File: src/rtl/a2_bridge_responder.sv
// rtl/a2_bridge_responder.sv - Apple II side responder for the A2Bridge: phi1/7M generation, queued CPU cycle replay, bridge strobe answers
module a2_bridge_responder #(
    parameter int PHI_HALF   = 27,
    parameter int M7_HALF    = 4,
    parameter int FIFO_DEPTH = 4
) (
    input  logic        clk,
    input  logic        rst_n,
    input  logic        cyc_valid_i,
    output logic        cyc_ready_o,
    input  logic [15:0] cyc_addr_i,
    input  logic [7:0]  cyc_data_i,
    input  logic        cyc_rw_n_i,
    output logic        a2_phi1_o,
    output logic        a2_7M_o,
    input  logic [2:0]  bridge_sel_i,
    input  logic        bridge_rd_n_i,
    input  logic        bridge_wr_n_i,
    input  logic [7:0]  bridge_d_i,
    output logic [7:0]  bridge_d_o,
    output logic        bridge_d_oe_o,
    output logic [7:0]  card_data_o,
    output logic        card_data_valid_o,
    output logic        idle_o,
    output logic        error_o
);
    localparam int PW = (PHI_HALF > 1) ? $clog2(PHI_HALF) : 1;
    localparam int MW = (M7_HALF > 1) ? $clog2(M7_HALF) : 1;
    localparam int AW = (FIFO_DEPTH > 1) ? $clog2(FIFO_DEPTH) : 1;
    localparam int CW = AW + 1;
    localparam logic [PW-1:0] PHI_LAST  = PW'(PHI_HALF - 1);
    localparam logic [MW-1:0] M7_LAST   = MW'(M7_HALF - 1);
    localparam logic [CW-1:0] FIFO_FULL = CW'(FIFO_DEPTH);

    logic [PW-1:0] phi_cnt, phi_cnt_nx;
    logic [MW-1:0] m7_cnt;
    logic          phi1_nx, phi0_nx, phi_wrap, pop_evt, pop_soon;

    // pop_soon looks one clk ahead so a full FIFO can still take a push on the pop edge
    always_comb begin
        phi_wrap   = (phi_cnt == PHI_LAST);
        phi_cnt_nx = phi_wrap ? '0 : phi_cnt + 1'b1;
        phi1_nx    = phi_wrap ? ~a2_phi1_o : a2_phi1_o;
        phi0_nx    = ~phi1_nx;
        pop_evt    = phi_wrap && !a2_phi1_o;
        pop_soon   = (phi_cnt_nx == PHI_LAST) && !phi1_nx;
    end

    always_ff @(posedge clk or negedge rst_n) begin
        if (!rst_n) begin
            phi_cnt   <= '0;
            a2_phi1_o <= 1'b1;
            m7_cnt    <= '0;
            a2_7M_o   <= 1'b0;
        end else begin
            phi_cnt   <= phi_cnt_nx;
            a2_phi1_o <= phi1_nx;
            if (m7_cnt == M7_LAST) begin
                m7_cnt  <= '0;
                a2_7M_o <= ~a2_7M_o;
            end else begin
                m7_cnt <= m7_cnt + 1'b1;
            end
        end
    end

    logic [15:0]   addr_mem [FIFO_DEPTH];
    logic [7:0]    data_mem [FIFO_DEPTH];
    logic          rw_mem   [FIFO_DEPTH];
    logic [AW-1:0] wr_ptr, rd_ptr;
    logic [CW-1:0] count, count_nx;
    logic          push_en, pop_en;

    always_comb begin
        push_en  = cyc_valid_i && cyc_ready_o && ((count != FIFO_FULL) || pop_evt);
        pop_en   = pop_evt && (count != '0);
        count_nx = count;
        if (push_en && !pop_en) begin
            count_nx = count + 1'b1;
        end else if (!push_en && pop_en) begin
            count_nx = count - 1'b1;
        end
    end

    always_ff @(posedge clk) begin
        if (push_en) begin
            addr_mem[wr_ptr] <= cyc_addr_i;
            data_mem[wr_ptr] <= cyc_data_i;
            rw_mem[wr_ptr]   <= cyc_rw_n_i;
        end
    end

    logic [15:0] cur_addr, cur_addr_nx;
    logic [7:0]  cur_data, cur_data_nx;
    logic        cur_rw_n, cur_rw_n_nx, cur_idle, cur_idle_nx;

    always_comb begin
        cur_addr_nx = cur_addr;
        cur_data_nx = cur_data;
        cur_rw_n_nx = cur_rw_n;
        cur_idle_nx = cur_idle;
        if (pop_evt) begin
            if (pop_en) begin
                cur_addr_nx = addr_mem[rd_ptr];
                cur_data_nx = data_mem[rd_ptr];
                cur_rw_n_nx = rw_mem[rd_ptr];
                cur_idle_nx = 1'b0;
            end else begin
                cur_addr_nx = 16'hFFFF;
                cur_data_nx = 8'hFF;
                cur_rw_n_nx = 1'b1;
                cur_idle_nx = 1'b1;
            end
        end
    end

    logic       wr_n_q, conflict, drive_nx, capture;
    logic [7:0] drive_byte;

    // Responses use the post-pop cycle and phase so a strobe on a pop edge sees the new cycle
    always_comb begin
        conflict   = !bridge_rd_n_i && !bridge_wr_n_i;
        drive_nx   = 1'b0;
        drive_byte = 8'hFF;
        if (!bridge_rd_n_i && bridge_wr_n_i) begin
            drive_nx = 1'b1;
            case (bridge_sel_i)
                3'd0: drive_byte = cur_addr_nx[7:0];
                3'd1: drive_byte = cur_addr_nx[15:8];
                3'd2: begin
                    if (!cur_rw_n_nx && phi0_nx) begin
                        drive_byte = cur_data_nx;
                    end else begin
                        drive_nx = 1'b0;
                    end
                end
                3'd3:    drive_byte = {cur_rw_n_nx, phi1_nx, 6'b0};
                default: drive_byte = 8'hFF;
            endcase
        end
        capture = !bridge_wr_n_i && bridge_rd_n_i && wr_n_q && (bridge_sel_i == 3'd2)
                  && cur_rw_n_nx && phi0_nx;
    end

    always_ff @(posedge clk or negedge rst_n) begin
        if (!rst_n) begin
            wr_ptr            <= '0;
            rd_ptr            <= '0;
            count             <= '0;
            cyc_ready_o       <= 1'b1;
            idle_o            <= 1'b1;
            cur_addr          <= 16'hFFFF;
            cur_data          <= 8'hFF;
            cur_rw_n          <= 1'b1;
            cur_idle          <= 1'b1;
            bridge_d_o        <= 8'hFF;
            bridge_d_oe_o     <= 1'b0;
            card_data_o       <= 8'h00;
            card_data_valid_o <= 1'b0;
            error_o           <= 1'b0;
            wr_n_q            <= 1'b1;
        end else begin
            if (push_en) begin
                wr_ptr <= wr_ptr + 1'b1;
            end
            if (pop_en) begin
                rd_ptr <= rd_ptr + 1'b1;
            end
            count             <= count_nx;
            cyc_ready_o       <= (count_nx != FIFO_FULL) || pop_soon;
            idle_o            <= (count_nx == '0) && cur_idle_nx;
            cur_addr          <= cur_addr_nx;
            cur_data          <= cur_data_nx;
            cur_rw_n          <= cur_rw_n_nx;
            cur_idle          <= cur_idle_nx;
            bridge_d_oe_o     <= drive_nx;
            if (drive_nx) begin
                bridge_d_o <= drive_byte;
            end
            card_data_valid_o <= capture;
            if (capture) begin
                card_data_o <= bridge_d_i;
            end
            if (conflict) begin
                error_o <= 1'b1;
            end
            wr_n_q <= bridge_wr_n_i;
        end
    end
endmodule

File: config.mk
export PLATFORM = sky130hd
export DESIGN_NAME = a2_bridge_responder
export DESIGN_NICKNAME = d
export VERILOG_FILES = /design/src/rtl/a2_bridge_responder.sv
export SDC_FILE = /design/constraint.sdc
export NUM_CORES = 1
export LEC_CHECK = 0
export ABC_AREA = 1
export CAP_MARGIN = 30
export CORE_MARGIN = 2
export CORE_UTILIZATION = 50
export DETAILED_ROUTE_END_ITERATION = 8
export PLACE_DENSITY = 0.8
export SYNTH_ARGS = -nofsm -noshare
export SYNTH_HDL_FRONTEND = slang
export SYNTH_SLANG_ARGS = --single-unit
export TNS_END_PERCENT = 30
File: constraint.sdc
create_clock -name clk -period 4.15 [get_ports clk]
set_input_delay 1.0375 -clock clk [delete_from_list [all_inputs] [get_ports clk]]
set_output_delay 1.0375 -clock clk [all_outputs]
set_load 0.02 [all_outputs]
==> summary.txt <==
yosys warns - 0
Seq/Total Area, Yosys - 64.1%
synth unique cells - 28
ant diodes - 0
final antenna-violating net count - 0
RSZ-0062 raised after global routing - false
ranking of synthesized cells by area - edfxtp_1 41%, dfstp_2 14%, nand2_1 10%
sequential share of power - 45.5%
Cells after Synth - 738
Non-Filler Instances - 1003
Sink Count - 164
cts bufs inserted - 17
# Post-CTS Setup Buffers - 0
final hold violation count - 0
vias in the first global route - 4620
Crit-path slowest cell - dfrtp_1
RR Startpoint - phi_cnt[0]$_DFF_PN0_
# rows - 44
Total Nets Final - 859
DR iter-0 viols - 344
Post-CTS Resized - 0
share of cells above drive strength 1 - 12.3%
most frequent CP cell - inv_1
Die H - 124 µm
HP Class - register to register
Vias/cell - 4.79
Pwr Density - 579 mW/mm²
FILL cells - 1123
mean post-synth cell area - 9.83 µm²
DRC Markers - 0
r2r setup slk - 1.42 ns
Arrival @ worst endpoint - 2.82 ns
Final Wtd Congestion - 0.839
switching share of power - 28.8%
CP Cell Sequence - inv_1 > ha_1 > nand4_1 > inv_1 > ha_1 > buf_4 > inv_2 > a31oi_2 > inv_1 > nor2_2 > buf_4
worst skew pair latency - 0.43 ns
root buffer cell - clkbuf_16
Clock Tree Buf Depth - 2
endpoints failing setup - 0
clock power share - 32.1%
Die Area - 0.0155 mm²
register bit total from synthesis - 164
max-cap violations - 0
Initial Utilization - 50.5%
maximum vdd drop - 0.389 mV
drt total wl - 13600 µm
setup_tns - 0 ns
largest net degree at the start of global routing - 52
Req. time, crit path - 4.24 ns
CP startpoint kind - register
I/O Buffers - 63
Tmin final - 2.73 ns
internal power - 3.58 mW
crit-path max FO - 28
Post-DP Area - 0.00806 mm²
Worst Setup SP - phi_cnt[0]$_DFF_PN0_
die width - 124 µm
max incr delay on CP - 0.41 ns
CP endpoint kind - register
post-synth top area share - 41.4%
total track usage - 18.9%
hold-fix buffers at CTS - 0
Worst Skew - 0.00638 ns
Mapped Area - 0.00725 mm²
final-report max-slew violation count - 0
cell accounting for the most synthesized area - edfxtp_1
Logic pwr share - 22.4%
CP Capture Point - addr_mem[0][6]$_DFFE_PP_
first-pass GRT wire length - 22600 µm
antenna violations before repair - 0
Crit Path Category - register to register
Ports - 64
Design Area, Final - 0.00870 mm²
syn nets - 790
Worst Max-Slew Pin Slew - 0.949 ns
sw power - 1.45 mW
leakage power - 3.88 nW
commonest non-fill, non-tap cell in the layout - nand2_1
Area Overhead vs Synth - 19.9%
FF-to-FF path depth - 11
HP Start - m7_cnt[0]$_DFF_PN0_
Period Utilization, post-route - 65.8%
DR vias - 4801
Core ar. - 0.0144 mm²
slew margin rel. - 36.3%
global route overflow - 0
CTS tree - built
Clock Pin Slew Worst Setup and Hold Paths - 0.06 ns
HPWL after DPL - 8800 µm
Max Freq - 366 MHz
outcome - finished, final reports clean
drt first pass iters - 5
placed insts - 971
wire per inst - 13.5 µm
# H-tree levels - 4
reg-to-reg endpoint - addr_mem[0][6]$_DFFE_PP_
commonest non-fill, non-tap cells in the layout - 197 x nand2_1, 119 x inv_1, 100 x edfxtp_1, 85 x nand3_1, 66 x nor2_1
==> logic make-up (layout without fill, tap and decap cells) <==
group | Yosys count | in the layout | share of synthesized area, %
AOI/OAI and AO/OA | 5 | 5 | 0.483
DFF | 164 | 164 | 64.1
buffers and inverters | 150 | 231 | 8.43
and+or+nand+nor | 400 | 400 | 24.0
xor gates and xnor gates | 8 | 8 | 1.07
adders and majority gates | 11 | 11 | 1.90
==> worst max-delay path: cells and delay by family, from the launching register on <==
family	cells	cell delay, ns
DFF	1	0.41
buffers and inverters	6	1.13
AOI/OAI and AO/OA	1	0.29
adders and majority gates	2	0.32
and+or+nand+nor	2	0.23
==> power by group through the flow <==
stage	clock network, mW	logic [mW]	registers (mW)
final	1.62	1.13	2.29
after global routing	1.72	1.29	2.32
after CTS	1.64	1.13	2.29
after detailed placement	0	1.11	2.32
after global placement	0	1.07	2.31
after floorplan	0	0.812	2.33
==> layout make-up <==
type	instances	area (µm²)	area share [%]
inverter	128	488	5.61
multi-input combinational	424	2000	23.0
clock buffer	19	433	4.98
timing repair buffer	72	713	8.20
sequential	164	4650	53.5
tap	184	230	2.65
clock inverter	12	179	2.06
==> per-layer routing <==
layer / vias up / GRT usage, % / part of all wire [%]
li1: 2445 / - / -
met1: 2234 / 25.4 / 46
met2: 101 / 30.1 / 48
met3: 21 / 4.17 / 4.4
met4: 0 / 7.47 / 1.7
met5: - / 0 / 0
==> state kept, by name, indices dropped and copies added (netlist names), 2 cells and up <==
signal	count
addr_mem	64
cur_data	8
wr_ptr	2
bridge_d_o	8
count	3
rw_mem	4
m7_cnt	2
data_mem	32
cur_addr	16
card_data_o	8
rd_ptr	2
phi_cnt	5
==> cell usage after synthesis <==
cell	number
a21oi_1	1
a31oi_2	1
buf_2	9
buf_4	8
clkbuf_1	5
clkinv_4	1
dfrtp_1	26
dfstp_2	38
edfxtp_1	100
ha_1	11
inv_1	119
inv_2	7
inv_4	1
nand2_1	197
nand2_2	4
nand2_4	3
nand3_1	85
nand3_2	1
nand4_1	3
nor2_1	70
nor3_1	5
o21ai_0	2
o21bai_1	1
or2_0	7
or2_1	23
or2_2	2
xor2_1	7
xor2_2	1
==> through the flow <==
step / hold slack [ns] / setup slack [ns] / utilization (%) / power, mW
floorplan: 0.403 / 1.14 / - / 3.14
global placement: 0.413 / 1.29 / 56.1 / 3.38
detailed placement: 0.419 / 1.22 / 56.1 / 3.43
CTS: 0.430 / 1.42 / 60.3 / 5.06
global route: 0.450 / 1.20 / 60.5 / 5.34
finish: 0.427 / 1.42 / 60.5 / 5.03
==> worst min-delay path by stage <==
| stage | end | slack, ns | cells past startpoint |
|---|---|---|---|
| finish | m7_cnt[0]$_DFF_PN0_ | 0.43 | 1 |
| global route | m7_cnt[0]$_DFF_PN0_ | 0.45 | 1 |
| floorplan | m7_cnt[0]$_DFF_PN0_ | 0.40 | 1 |
| detailed placement | m7_cnt[0]$_DFF_PN0_ | 0.42 | 1 |
| CTS | m7_cnt[0]$_DFF_PN0_ | 0.43 | 1 |
| global placement | m7_cnt[0]$_DFF_PN0_ | 0.41 | 1 |
Power figures use the tool's default switching activity.
